===== src/rtl/wb_port_arbiter.sv =====
`default_nettype none
// =============================================================================
// Module   : wb_port_arbiter
// Brief    : Shares the register-file write port between the in-order pipeline
//            (fixed priority) and N_AUX multicycle units (round-robin).
//            Optional macro STARVE_GUARD_EN lets a starving aux pre-empt the pipe.
// Revision : 1.0  initial release
// =============================================================================
module wb_port_arbiter #(
    parameter int N_AUX    = 2,
    parameter int MAX_WAIT = 8,
    parameter int CNT_W    = 16
) (
    input  logic                   clk,
    input  logic                   reset,
    input  logic                   pipe_regwrite,
    input  logic [4:0]             pipe_rd,
    input  logic [31:0]            pipe_data,
    output logic                   pipe_stall,
    input  logic [N_AUX-1:0]       aux_valid,
    input  logic [5*N_AUX-1:0]     aux_rd,
    input  logic [32*N_AUX-1:0]    aux_data,
    output logic [N_AUX-1:0]       aux_ready,
    output logic                   wb_regwrite,
    output logic [4:0]             wb_rd,
    output logic [31:0]            wb_write_data,
    output logic [31:0]            aux_pending_mask,
    output logic [CNT_W-1:0]       conflict_cnt
);

    localparam int               PTR_W     = (N_AUX > 1) ? $clog2(N_AUX) : 1;
    localparam logic [CNT_W-1:0] C_CNT_MAX = '1;
    localparam logic [PTR_W-1:0] C_PTR_TOP = PTR_W'(N_AUX - 1);

    generate
        if (N_AUX < 1 || N_AUX > 4 || MAX_WAIT < 1) begin : g_param_check
            $error("wb_port_arbiter: N_AUX must be 1..4 and MAX_WAIT >= 1");
        end
    endgenerate

    logic [PTR_W-1:0]  r_rr_ptr;
    logic [CNT_W-1:0]  r_conflict_cnt;
    logic              r_wb_regwrite;
    logic [4:0]        r_wb_rd;
    logic [31:0]       r_wb_data;

    logic              w_pipe_active;
    logic              w_rr_found;
    logic [PTR_W-1:0]  w_rr_idx;
    logic [PTR_W:0]    w_rr_dist;
    logic [PTR_W:0]    w_rr_best;
    logic              w_starve_any;
    logic [PTR_W-1:0]  w_starve_idx;
    logic              w_grant;
    logic [PTR_W-1:0]  w_grant_idx;
    logic              w_stall;
    logic [4:0]        w_grant_rd;
    logic [31:0]       w_grant_data;
    logic [PTR_W-1:0]  w_ptr_next;

    // A pipe write to x0 never occupies the port.
    assign w_pipe_active = pipe_regwrite && (pipe_rd != 5'd0);

    // Round-robin pick: the valid unit closest to the pointer, counting upward with wrap.
    always_comb begin
        w_rr_found = 1'b0;
        w_rr_idx   = '0;
        w_rr_dist  = '0;
        w_rr_best  = '0;
        for (int i = 0; i < N_AUX; i++) begin
            if (PTR_W'(i) >= r_rr_ptr) begin
                w_rr_dist = (PTR_W+1)'(i) - {1'b0, r_rr_ptr};
            end else begin
                w_rr_dist = (PTR_W+1)'(i) + (PTR_W+1)'(N_AUX) - {1'b0, r_rr_ptr};
            end
            if (aux_valid[i] && (!w_rr_found || (w_rr_dist < w_rr_best))) begin
                w_rr_found = 1'b1;
                w_rr_best  = w_rr_dist;
                w_rr_idx   = PTR_W'(i);
            end
        end
    end

`ifdef STARVE_GUARD_EN
    localparam int                WAIT_W     = $clog2(MAX_WAIT + 1);
    localparam logic [WAIT_W-1:0] C_WAIT_MAX = WAIT_W'(MAX_WAIT);

    logic [WAIT_W-1:0] r_wait [N_AUX];

    always_comb begin
        w_starve_any = 1'b0;
        w_starve_idx = '0;
        for (int i = N_AUX - 1; i >= 0; i--) begin
            if (aux_valid[i] && (r_wait[i] == C_WAIT_MAX)) begin
                w_starve_any = 1'b1;
                w_starve_idx = PTR_W'(i);
            end
        end
    end

    always_ff @(posedge clk or posedge reset) begin
        if (reset) begin
            for (int i = 0; i < N_AUX; i++) begin
                r_wait[i] <= '0;
            end
        end else begin
            for (int i = 0; i < N_AUX; i++) begin
                if (!aux_valid[i] || aux_ready[i]) begin
                    r_wait[i] <= '0;
                end else if (r_wait[i] != C_WAIT_MAX) begin
                    r_wait[i] <= r_wait[i] + WAIT_W'(1);
                end
            end
        end
    end
`else
    assign w_starve_any = 1'b0;
    assign w_starve_idx = '0;
`endif

    // Ownership: starving aux > active pipe > round-robin aux. Nothing is granted under reset.
    always_comb begin
        w_grant     = 1'b0;
        w_grant_idx = '0;
        w_stall     = 1'b0;
        if (!reset) begin
            if (w_starve_any) begin
                w_grant     = 1'b1;
                w_grant_idx = w_starve_idx;
                w_stall     = w_pipe_active;
            end else if (!w_pipe_active && w_rr_found) begin
                w_grant     = 1'b1;
                w_grant_idx = w_rr_idx;
            end
        end
    end

    always_comb begin
        aux_ready    = '0;
        w_grant_rd   = '0;
        w_grant_data = '0;
        for (int i = 0; i < N_AUX; i++) begin
            if (w_grant_idx == PTR_W'(i)) begin
                aux_ready[i] = w_grant;
                w_grant_rd   = aux_rd[5*i +: 5];
                w_grant_data = aux_data[32*i +: 32];
            end
        end
    end

    assign w_ptr_next = (w_grant_idx == C_PTR_TOP) ? '0 : w_grant_idx + PTR_W'(1);
    assign pipe_stall = w_stall;

    always_comb begin
        aux_pending_mask = '0;
        for (int i = 0; i < N_AUX; i++) begin
            if (aux_valid[i] && !reset) begin
                aux_pending_mask[aux_rd[5*i +: 5]] = 1'b1;
            end
        end
        aux_pending_mask[0] = 1'b0;
    end

    always_ff @(posedge clk or posedge reset) begin
        if (reset) begin
            r_rr_ptr       <= '0;
            r_conflict_cnt <= '0;
            r_wb_regwrite  <= 1'b0;
            r_wb_rd        <= '0;
            r_wb_data      <= '0;
        end else begin
            if (w_grant) begin
                // An aux write to x0 is consumed but never reaches the register file.
                r_rr_ptr      <= w_ptr_next;
                r_wb_regwrite <= (w_grant_rd != 5'd0);
                r_wb_rd       <= w_grant_rd;
                r_wb_data     <= w_grant_data;
            end else if (w_pipe_active) begin
                r_wb_regwrite <= 1'b1;
                r_wb_rd       <= pipe_rd;
                r_wb_data     <= pipe_data;
            end else begin
                r_wb_regwrite <= 1'b0;
            end

            if ((aux_valid != '0) && !w_grant && (r_conflict_cnt != C_CNT_MAX)) begin
                r_conflict_cnt <= r_conflict_cnt + CNT_W'(1);
            end
        end
    end

    assign wb_regwrite   = r_wb_regwrite;
    assign wb_rd         = r_wb_rd;
    assign wb_write_data = r_wb_data;
    assign conflict_cnt  = r_conflict_cnt;

endmodule

`default_nettype wire


===== config.mk =====
export PLATFORM = sky130hd
export DESIGN_NAME = wb_port_arbiter
export DESIGN_NICKNAME = d
export VERILOG_FILES = /design/src/rtl/wb_port_arbiter.sv
export SDC_FILE = /design/constraint.sdc
export NUM_CORES = 1
export LEC_CHECK = 0
export CORE_UTILIZATION = 35
export DETAILED_ROUTE_END_ITERATION = 8
export PLACE_DENSITY = 0.75
export SLEW_MARGIN = 15
export SYNTH_ARGS = -nofsm -noshare
export SYNTH_HDL_FRONTEND = slang
export SYNTH_SLANG_ARGS = --single-unit

===== constraint.sdc =====
create_clock -name clk -period 3.8 [get_ports clk]
set_input_delay 0.76 -clock clk [delete_from_list [all_inputs] [get_ports clk]]
set_output_delay 0.76 -clock clk [all_outputs]
set_load 0.01 [all_outputs]

After elaboration in Yosys (flattened, before gate mapping):

Cells that the tools add are included.

* input bits: 116
* bits in registers: 55

* eq/ne operators: 1
* $lt $le $gt $ge: 7
* bitwise operators: 1
* multiplexer cells: 27
* reductions and logical operators: 18
* $add $sub $neg: 6

Operator list (count)
* 2-to-1 mux 32 bit: 5
* OR 32 bit: 1
* adder 16 x 1 -> 16 bit, second input constant: 1
* inequality test 16 bit, second input constant: 1
* 2-to-1 mux 5 bit: 3
* 2-to-1 mux 1 bit: 14
* < comparator 5 x 6 -> 1 bit, second input constant: 2
* demux 1 bit (select 5 bit): 2
* greater-or-equal comparator 5 x 1 -> 1 bit, second input constant: 2
* nonzero test 5 bit: 2
* logical AND 1 bit: 9
* 2-to-1 mux 2 bit: 3
* zero test 1 bit: 4
* nonzero test 2 bit: 2
* subtractor 1 x 1 -> 2 bit, first input constant: 2
* subtractor 2 x 1 -> 2 bit, first input constant: 2
* greater-or-equal comparator 1 bit, first input constant: 2
* < comparator 2 bit: 1
* adder 1 bit, second input constant: 1
* logical OR 1 bit: 1

Longest topological paths before layout:

* depth after elaboration: 13
* mapped depth: 6
* depth with buffers taken out: 5

Least setup slack after synthesis:

OpenSTA, ideal clock, no wires.

* path kind: input to output
* from: in reset
* to: out aux_ready[0]
* arrival time: 2.894 ns
* slack: 0.146 ns
* cell stages on the path: 5
* cell sequence: inv_1 > o21ai_0 > buf_2 > buf_2 > nor3_2

* word-level cells in the longest chain between the ends: 2
* elaborated cells on any way between the ends: 3

RTL lines
* start: declaration: RTL line 15 `input logic reset,`
* 2-to-1 mux 1 bit: RTL line 126 `if (!reset) begin`
* 2-to-1 mux 1 bit (*): RTL line 143 `if (w_grant_idx == PTR_W'(i)) begin`
* end: declaration: RTL line 23 `output logic [N_AUX-1:0] aux_ready,`

Every way passes the cells marked *; elsewhere a longest branch is shown, timed or not.

Final worst setup path:

* from: in pipe_rd[1]
* to: out aux_ready[0]

* word-level cells in the longest chain between the ends: 7
* elaborated cells on any way between the ends: 9

RTL lines
* start: declaration: RTL line 17 `input logic [4:0] pipe_rd,`
* nonzero test 5 bit (*): RTL line 62 `assign w_pipe_active = pipe_regwrite && (pipe_rd != 5'd0);`
* logical AND 1 bit (*): RTL line 62
* zero test 1 bit (*): RTL line 131 `end else if (!w_pipe_active && w_rr_found) begin`
* logical AND 1 bit (*): RTL line 131
* 2-to-1 mux 1 bit: RTL line 131
* 2-to-1 mux 1 bit: RTL line 126
* 2-to-1 mux 1 bit (*): RTL line 143

Marked as above.

==> summary.md <==
| Metric | Value |
|---|---|
| Status | `finished clean` |
| Clk pwr share | `17.8%` |
| Die X | `102.7 µm` |
| Layout cells sized above 1 | `8.221%` |
| Starting density of the core | `36.17%` |
| Bufs on Longest Clock Path | `2` |
| Routability cong. | `0.8954` |
| DRC viols | `0` |
| Post-synth top cells | `dfrtp_1, nand2_1, o21ai_0` |
| Vias per std cell | `5.514` |
| 1st-iter DRT viols | `186` |
| Reg-to-Reg Start | `conflict_cnt[0]` |
| Startpoint types | `input port` |
| Initial antenna violation count | `0` |
| Fin worst setup slack | `0.1883 ns` |
| Worst-skew pair later-pin latency | `0.31 ns` |
| Die height | `102.7 µm` |
| Slowest CP cell | `clkdlybuf4s50_1` |
| HPWL Detailed | `9413 µm` |
| Max Cap Viol | `0` |
| Global route total overflow | `0` |
| Slew @ Worst Pin | `0.8335 ns` |
| Slew Viols, Final | `0` |
| Clk_skew | `0.01153 ns` |
| Largest area contributor in the netlist | `dfrtp_1` |
| Port-buffer cells | `202` |
| Synth warn | `0` |
| Area share of the largest cell type after synthesis | `38.75%` |
| Die Area | `10,560 µm²` |
| Hold Crit Class | `reg2reg` |
| Max Fclk | `276.9 MHz` |
| Worst slack at placement | `0.03436 ns` |
| Htree depth | `2` |
| I/O pin total | `205` |
| Final Hold Viols | `0` |
| Worst path cell trace | `clkdlybuf4s50_1 -> or4_4 -> o21a_1 -> nor3_2 -> clkdlybuf4s50_1` |
| Mean Syn Cell Area | `8.664 µm²` |
| Syn Inst Count | `410` |
| Post-synth top flop | `dfrtp_1` |
| Hold Path Origin | `r_rr_ptr` |
| Number of synthesized register bits | `55` |
| Post-synthesis sequential area ratio | `38.75%` |
| Leak | `2.218 nW` |
| WL final | `13,060 µm` |
| CTS clk-pin slew, worst paths | `0.09 ns` |
| Switching share of power | `32.73%` |
| Fin Setup TNS | `0 ns` |
| Internal | `0.001172 W` |
| Netlist cell types | `49` |
| Pwr Density | `304.1 nW/µm²` |
| FP Rows | `36` |
| Non-Filler Instances | `729` |
| Root buffer cell | `clkbuf_8` |
| Area Growth Syn to Fin | `61.32%` |
| Sequential group share of total power | `44.0%` |
| Power Total | `0.001742 W` |
| Worst Path Required | `3.04 ns` |
| Peak supply drop | `0.0001900 V` |
| WS Path Type | `in2out` |
| Core area | `9819 µm²` |
| TritonCTS Buffers | `5` |
| Initial DRT Pass Iterations | `4` |
| Synth area leaders | `dfrtp_1, a211oi_1, and3_1` |
| Largest net degree at the start of global routing | `56` |
| Switch Pwr | `0.0005702 W` |
| RSZ-0062 raised after global routing | `false` |
| Global-route wire length before repair | `20,510 µm` |
| Crit-path max cell delay | `0.57 ns` |
| Fin nets | `714` |
| Most common cell in the synthesized netlist | `dfrtp_1` |
| Aggregate global-route resource usage | `24.69%` |
| DRT antenna net count | `0` |
| EDFF count, synth | `0` |
| Number of global-route vias before repair | `4,223` |
| Critical Path AT | `2.85 ns` |
| Fin crit period | `3.612 ns` |
| Final Cycle Share | `95.04%` |
| Ys async rst share | `100.0%` |
| Setup violators final | `0` |
| Relative slew margins | `43.97%` |
| Antenna cell count | `0` |
| TritonCTS clock tree | `done` |
| Clk sinks | `55` |
| Placed Cells | `721` |
| CP max FO | `6` |
| DR vias | `4,020` |
| Critical path origin | `pipe_rd[1]` |
| Critical path capture point type | `primary output` |
| Routed WL per cell | `17.91 µm` |
| Synthesized cell area | `3552 µm²` |
| Cell mode on critical path | `clkdlybuf4s50_1` |
| Comb power frac | `38.3%` |
[registers in the layout, summed over array words and instances, names as in the netlist]
register / cells
conflict_cnt: 16
r_rr_ptr: 1
wb_write_data: 32
wb_rd: 5
wb_regwrite: 1
[cell usage in the layout, fill, tap and decap left out, types with 2 or more instances in the layout]
cell and n:
or3_1 3, conb_1 2, or3b_1 2, nand2_1 46, nor2_1 10, nand2b_1 2, o21ai_0 43, xor2_1 9
xnor2_1 5, clkdlybuf4s50_1 202, nor3_1 3, and3_1 37, o21ai_2 12, clkbuf_8 5, and4bb_2 2, a211oi_1 37
nand3_1 6, a21oi_1 2, nand4_1 7, and2_1 2, nand3b_1 9, o22ai_1 32, or3b_2 3, nor4_1 5
buf_4 13, o21ai_1 20, dfrtp_1 55
[cell families after synthesis]
family	after synthesis	share of synthesized area, %
other	1	0.1056
AOI/OAI and AO/OA	151	26.74
and+or+nand+nor	148	23.74
buffers and inverters	38	6.234
adders and majority gates	1	0.3522
xor gates and xnor gates	14	3.452
muxes	2	0.6340
DFF	55	38.75
[area by class of cell]
class | instances | area (µm²)
timing repair buffer | 216 | 2131
clock buffer | 5 | 68.82
fill | 910 | 4089
inverter | 1 | 3.754
sequential | 55 | 1376
multi-input combinational | 318 | 1977
clock inverter | 1 | 7.507
tap | 133 | 166.4
[metrics by stage]
stage | instance area [µm²] | hold slack (ns) | util (%)
5_1_grt | 5731 | 0.5403 | 58.36
3_5_place_dp | 5630 | 0.4824 | 57.34
4_1_cts | 5707 | 0.5144 | 58.12
3_3_place_gp | 5630 | 0.5020 | 57.34
6_report | 5731 | 0.5142 | 58.36
2_1_floorplan | 3556 | 0.4540 | -
[per-layer routing]
metal  up-vias  track usage [%]  wire (µm)
met5         -                0          0
met3        17            5.153       1005
li1       1913                -          -
met4         0            6.717        210
met1      1916            29.02       5179
met2       174            45.38       6664
[worst paths after layout]
path | to | slack (ns) | depth (start not counted)
min reg2reg | r_rr_ptr | 0.51 | 2
min in group asynchronous | wb_write_data[4] | 1.22 | 3
max in group asynchronous | wb_rd[2] | 2.11 | 3
min | r_rr_ptr | 0.51 | 2
max reg2reg | conflict_cnt[1] | 1.58 | 5
max | aux_ready[0] | 0.19 | 5
[critical path: cells and delay by family]
family / cells / cell delay, ns
buffers and inverters: 2 / 1.00
and+or+nand+nor: 2 / 0.81
AOI/OAI and AO/OA: 1 / 0.28
[what timing repair did]
item	in CTS	in global routing
endpoints found under the setup margin	0	24
hold buffers	0	0
resized for setup	0	2
buffers inserted	0	2
[power by group through the flow]
stage | logic (W) | registers, W | clock network [W]
6_report | 0.000667 | 0.000766 | 0.000310
5_1_grt | 0.000727 | 0.000781 | 0.000346
4_1_cts | 0.000668 | 0.000766 | 0.000319
3_5_place_dp | 0.000666 | 0.000778 | 0
3_3_place_gp | 0.000656 | 0.000771 | 0
2_1_floorplan | 0.000243 | 0.000806 | 0
(Power assumes the default switching activity.)
